## src/rtl/bin_to_bcd_digit_streamer.sv

```systemverilog
// Sequential binary->BCD (double dabble), then streams BCD digits MSD first.
// Optional BCD_LZ_SUPPRESS_EN: skip leading zero digits (LSD always emitted).
module bin_to_bcd_digit_streamer #(
  parameter int BIN_W  = 10,
  parameter int DIGITS = 4
) (
  input  logic             clk,
  input  logic             rst,
  input  logic             in_valid,
  output logic             in_ready,
  input  logic [BIN_W-1:0] in_bin,
  output logic             out_valid,
  input  logic             out_ready,
  output logic [3:0]       out_digit,
  output logic             out_last,
  output logic             out_enb,
  output logic             busy
);

  localparam int BW = 4 * DIGITS;
  localparam int CW = (BIN_W > 1) ? $clog2(BIN_W) : 1;
  localparam int IW = (DIGITS > 1) ? $clog2(DIGITS) : 1;

  function automatic longint unsigned pow10(input int n);
    longint unsigned p;
    p = 1;
    for (int i = 0; i < n; i++) p = p * 10;
    return p;
  endfunction

  if (pow10(DIGITS) <= ((64'd1 << BIN_W) - 64'd1)) begin : g_bad_cfg
    $error("DIGITS too small to hold 2**BIN_W-1");
  end

  typedef enum logic [1:0] {
    IDLE    = 2'd0,
    CONVERT = 2'd1,
    EMIT    = 2'd2
  } state_t;

  state_t           state;
  state_t           state_n;
  logic [BIN_W-1:0] bin_q;
  logic [BW-1:0]    bcd_q;
  logic [BW-1:0]    bcd_adj;
  logic [BW-1:0]    bcd_sh;
  logic [BW-1:0]    sel_sh;
  logic [CW-1:0]    cnt;
  logic [IW-1:0]    idx;
  logic [IW-1:0]    idx_init;
  logic             accept;
  logic             beat;

  assign accept = in_valid & in_ready;
  assign beat   = out_valid & out_ready;

  // Per-nibble add-3, no carry between nibbles.
  always_comb begin
    bcd_adj = bcd_q;
    for (int i = 0; i < DIGITS; i++) begin
      if (bcd_q[4*i +: 4] >= 4'd5)
        bcd_adj[4*i +: 4] = bcd_q[4*i +: 4] + 4'd3;
    end
  end

  assign bcd_sh = {bcd_adj[BW-2:0], bin_q[BIN_W-1]};

`ifdef BCD_LZ_SUPPRESS_EN
  // Start at the most-significant nonzero digit of the final value.
  always_comb begin
    idx_init = '0;
    for (int i = 0; i < DIGITS; i++) begin
      if (bcd_sh[4*i +: 4] != 4'd0)
        idx_init = IW'(i);
    end
  end
`else
  assign idx_init = IW'(DIGITS - 1);
`endif

  always_ff @(posedge clk) begin
    if (rst) state <= IDLE;
    else     state <= state_n;
  end

  always_comb begin
    state_n = state;
    unique case (state)
      IDLE:    if (accept) state_n = CONVERT;
      CONVERT: if (cnt == '0) state_n = EMIT;
      EMIT:    if (beat && idx == '0) state_n = IDLE;
      default: state_n = IDLE;
    endcase
  end

  always_comb begin
    sel_sh    = bcd_q >> {idx, 2'b00};
    in_ready  = (state == IDLE) & ~rst;
    out_valid = (state == EMIT);
    out_enb   = out_valid;
    busy      = (state == CONVERT) | (state == EMIT);
    out_last  = out_valid & (idx == '0);
    out_digit = out_valid ? sel_sh[3:0] : 4'd0;
  end

  always_ff @(posedge clk) begin
    if (rst) begin
      bin_q <= '0;
      bcd_q <= '0;
      cnt   <= '0;
      idx   <= '0;
    end else begin
      unique case (1'b1)
        (state == IDLE): begin
          if (accept) begin
            bin_q <= in_bin;
            bcd_q <= '0;
            cnt   <= CW'(BIN_W - 1);
          end
        end
        (state == CONVERT): begin
          bin_q <= bin_q << 1;
          bcd_q <= bcd_sh;
          cnt   <= cnt - CW'(1);
          if (cnt == '0) idx <= idx_init;
        end
        (state == EMIT): begin
          if (beat && idx != '0) idx <= idx - IW'(1);
        end
        default: ;
      endcase
    end
  end

endmodule

```

## config.mk

```make
export PLATFORM = sky130hd
export DESIGN_NAME = bin_to_bcd_digit_streamer
export DESIGN_NICKNAME = d
export VERILOG_FILES = /design/src/rtl/bin_to_bcd_digit_streamer.sv
export SDC_FILE = /design/constraint.sdc
export NUM_CORES = 1
export LEC_CHECK = 0
export CAP_MARGIN = 40
export CELL_PAD_IN_SITES_DETAIL_PLACEMENT = 1
export CELL_PAD_IN_SITES_GLOBAL_PLACEMENT = 1
export CORE_MARGIN = 2
export CORE_UTILIZATION = 46
export DETAILED_ROUTE_END_ITERATION = 10
export PLACE_DENSITY = 0.91
export RECOVER_POWER = 25
export SLEW_MARGIN = 20
export SYNTH_ARGS = -nofsm -noshare
export SYNTH_HDL_FRONTEND = slang
export SYNTH_SLANG_ARGS = --single-unit
```

## constraint.sdc

```tcl
create_clock -name clk -period 4.1 [get_ports clk]
set_clock_uncertainty 0.05 [all_clocks]
set_input_delay 0.41 -clock clk [delete_from_list [all_inputs] [get_ports clk]]
set_output_delay 0.41 -clock clk [all_outputs]
set_load 0.1 [all_outputs]
```

==> reports/qor.txt <==
Data arrival, critical path: 2.19 ns
Synth Area in Adders: 9.39%
initial DRC count: 84
Setup Fix Bufs, Post-CTS: 0
Via-to-Cell Ratio: 5.86
pre-CTS setup slack: 1.71 ns
ANT cells: 0
EDFF count, synth: 0
Chip Height: 69.9 um
peak supply drop: 0.000321 V
Comb pwr share: 49.7%
Final Max Slew Viols: 0
WP data required: 3.64 ns
Final HPWL DP: 3.57 mm
Avg Cell Area, Syn: 9.08 um^2
Async SR Flop Fraction: 0%
Max Clk Rate: 377 MHz
antenna violations before repair: 0
total CTS buffers: 5
Ports: 23
normalized max-slew margin: 47.0%
Period Utilization, post-route: 64.6%
Final min period: 2.65 ns
vias in the first global route: 1756
die area: 4890 um^2
Post-CTS Hold Fix Bufs: 0
pwr/cell area: 613 nW/um^2
register area share after synthesis: 34.1%
IO buf count: 22
startpoint type of the worst setup path: register
distinct cell type count after synthesis: 35
Least-Margin Pin Slew: 0.795 ns
Clk Latency, worst-skew pair: 0.29 ns
clock network power share: 20.2%
Internal: 0.859 mW
Root Buffer: clkbuf_8
Final Util: 60.2%
hold depth: 2
Post-Syn Area: 2000 um^2
GP Congestion: 0.788
synth warn: 0
NetSw: 0.650 mW
Synth Area in Compound Gates: 21.3%
drt total wl: 5.07 mm
Initial Utilization: 48.9%
GRT Total Usage: 21.8%
Nets: 278
ys flop type: dfxtp_1
Seq cells post-synth: 34
CTS sink cnt: 34
MaxCap Viol Count: 0
largest family of logic cells by synthesized area: compound AO/OA/AOI/OAI gates
post-synthesis net count: 249
Non-Filler Instances: 300
first-pass GRT wire length: 8.54 mm
Mapped Cells: 220
Leakage: 0.931 nW
sequential power share: 30.1%
Detailed Routing Iterations Pass 1: 4
row count: 23
Tot Pwr: 1.51 mW
global route overflow: 0
largest net degree at the start of global routing: 20
crit end category: output pin
Reg clk slew, reported paths: 0.07 ns
Max clock buf depth: 2
largest area contributor in the netlist: dfxtp_1
Vias: 1757
dpl cells: 290
DR WL/cell: 16.9 um
critical path class: reg2out
layout cells sized above 1: 10.4%
Area growth syn-to-layout: 23.2%
Final WS setup: 1.45 ns
outcome: finished clean
CTS resizes: 0
synth top area cells: dfxtp_1 34%, ha_1 9.4%, mux2i_1 6.0%, a22o_1 4.8%, mux4_2 4.5%
DR DRC count: 0
worst hold-check path type: reg2reg
Final Setup Violations: 0
Post-Synth Simple-Gate Area: 16.2%
Worst R2R Path Depth: 8
TritonCTS clock tree: yes
# H-tree levels: 2
Hold Vio Cnt, Final: 0
post-synthesis mux area share: 11.1%
share of the synthesized area in the top cell type: 34.1%
final setup TNS: 0 ns
Synth Area in XOR/XNOR: 1.75%
Die W: 69.9 um
switching share of power: 43.1%
Routed Antenna Nets: 0
Max FO, Critical Path: 6
core area: 4090 um^2
RSZ-0062 raised after global routing: no
==> power by group through the flow <==
stage	Combinational, mW	Clock (mW)	Sequential, mW
2_1_floorplan	0.571	0	0.434
3_3_place_gp	0.656	0	0.455
3_5_place_dp	0.742	0	0.460
4_1_cts	0.751	0.305	0.453
5_1_grt	0.804	0.319	0.463
6_report	0.749	0.305	0.455
==> through the flow <==
step                instance area [um^2]  hold slack [ns]
floorplan                           2000            0.400
global placement                    2230            0.438
detailed placement                  2350            0.448
CTS                                 2450            0.456
global route                        2460            0.482
finish                              2460            0.455
==> sequential cells by signal (all words and copies together) (netlist names) <==
register  count
bin_q        10
idx           2
cnt           4
state         2
bcd_q        16
==> synth_stat cells, types with 10 or more instances <==
library cell / n
ha_1: 15
a22o_1: 11
inv_1: 16
mux2i_1: 12
dfxtp_1: 34
nand2b_1: 13
nand2_1: 10
a21oi_1: 10
a211oi_1: 10
nor2_1: 19
o21ai_0: 12
==> cells by family after synthesis <==
family                     count (synthesis)
adders and majority gates                 15
xor gates and xnor gates                   4
AOI/OAI and AO/OA                         59
and+or+nand+nor                           63
buffers and inverters                     28
DFF                                       34
muxes                                     17
==> final timing paths <==
path / slack, ns / startpoint / endpoint
setup / recovery: 1.45 / idx[1] / out_digit[0]
hold / removal: 0.45 / bin_q[6] / bin_q[6]
setup reg to reg: 1.51 / state[1] / bcd_q[1]
hold reg to reg: 0.45 / bin_q[6] / bin_q[6]
==> final cells by class <==
type | instances | area (um^2)
Clock inverter | 1 | 30.0
Inverter | 16 | 60.1
Fill cell | 470 | 1630
Sequential cell | 34 | 681
Tap cell | 50 | 62.6
Clock buffer | 7 | 76.3
Timing Repair Buffer | 34 | 364
Multi-Input combinational cell | 158 | 1190
==> routing by layer <==
metal  GRT usage, %  part of all wire (%)  vias up
li1               -                     -      843
met1           27.2                    45      866
met2           37.5                    49       37
met3           3.75                   3.9       11
met4           8.12                   1.9        0
met5              0                     0        -
==> layout by cell type, fill, tap and decap left out, types with 4 or more instances in the layout <==
| cell type | count |
|---|---|
| a211oi_1 | 10 |
| a21oi_1 | 10 |
| a22o_1 | 11 |
| a22oi_1 | 6 |
| and2_1 | 5 |
| buf_4 | 4 |
| buf_8 | 8 |
| clkbuf_8 | 5 |
| clkdlybuf4s50_1 | 20 |
| dfxtp_1 | 34 |
| ha_1 | 15 |
| inv_1 | 16 |
| mux2i_1 | 12 |
| mux4_2 | 4 |
| nand2_1 | 10 |
| nand2b_1 | 13 |
| nand3_1 | 5 |
| nor2_1 | 19 |
| nor3_1 | 4 |
| o21ai_0 | 12 |
| xnor2_1 | 4 |
==> worst max-delay path, stage by stage, from the launching register on <==
cell	delay, ns
dfxtp_1	0.51
mux4_2	0.55
and2_1	0.19
clkdlybuf4s50_1	0.46
buf_8	0.19
(Power assumes the default switching activity.)
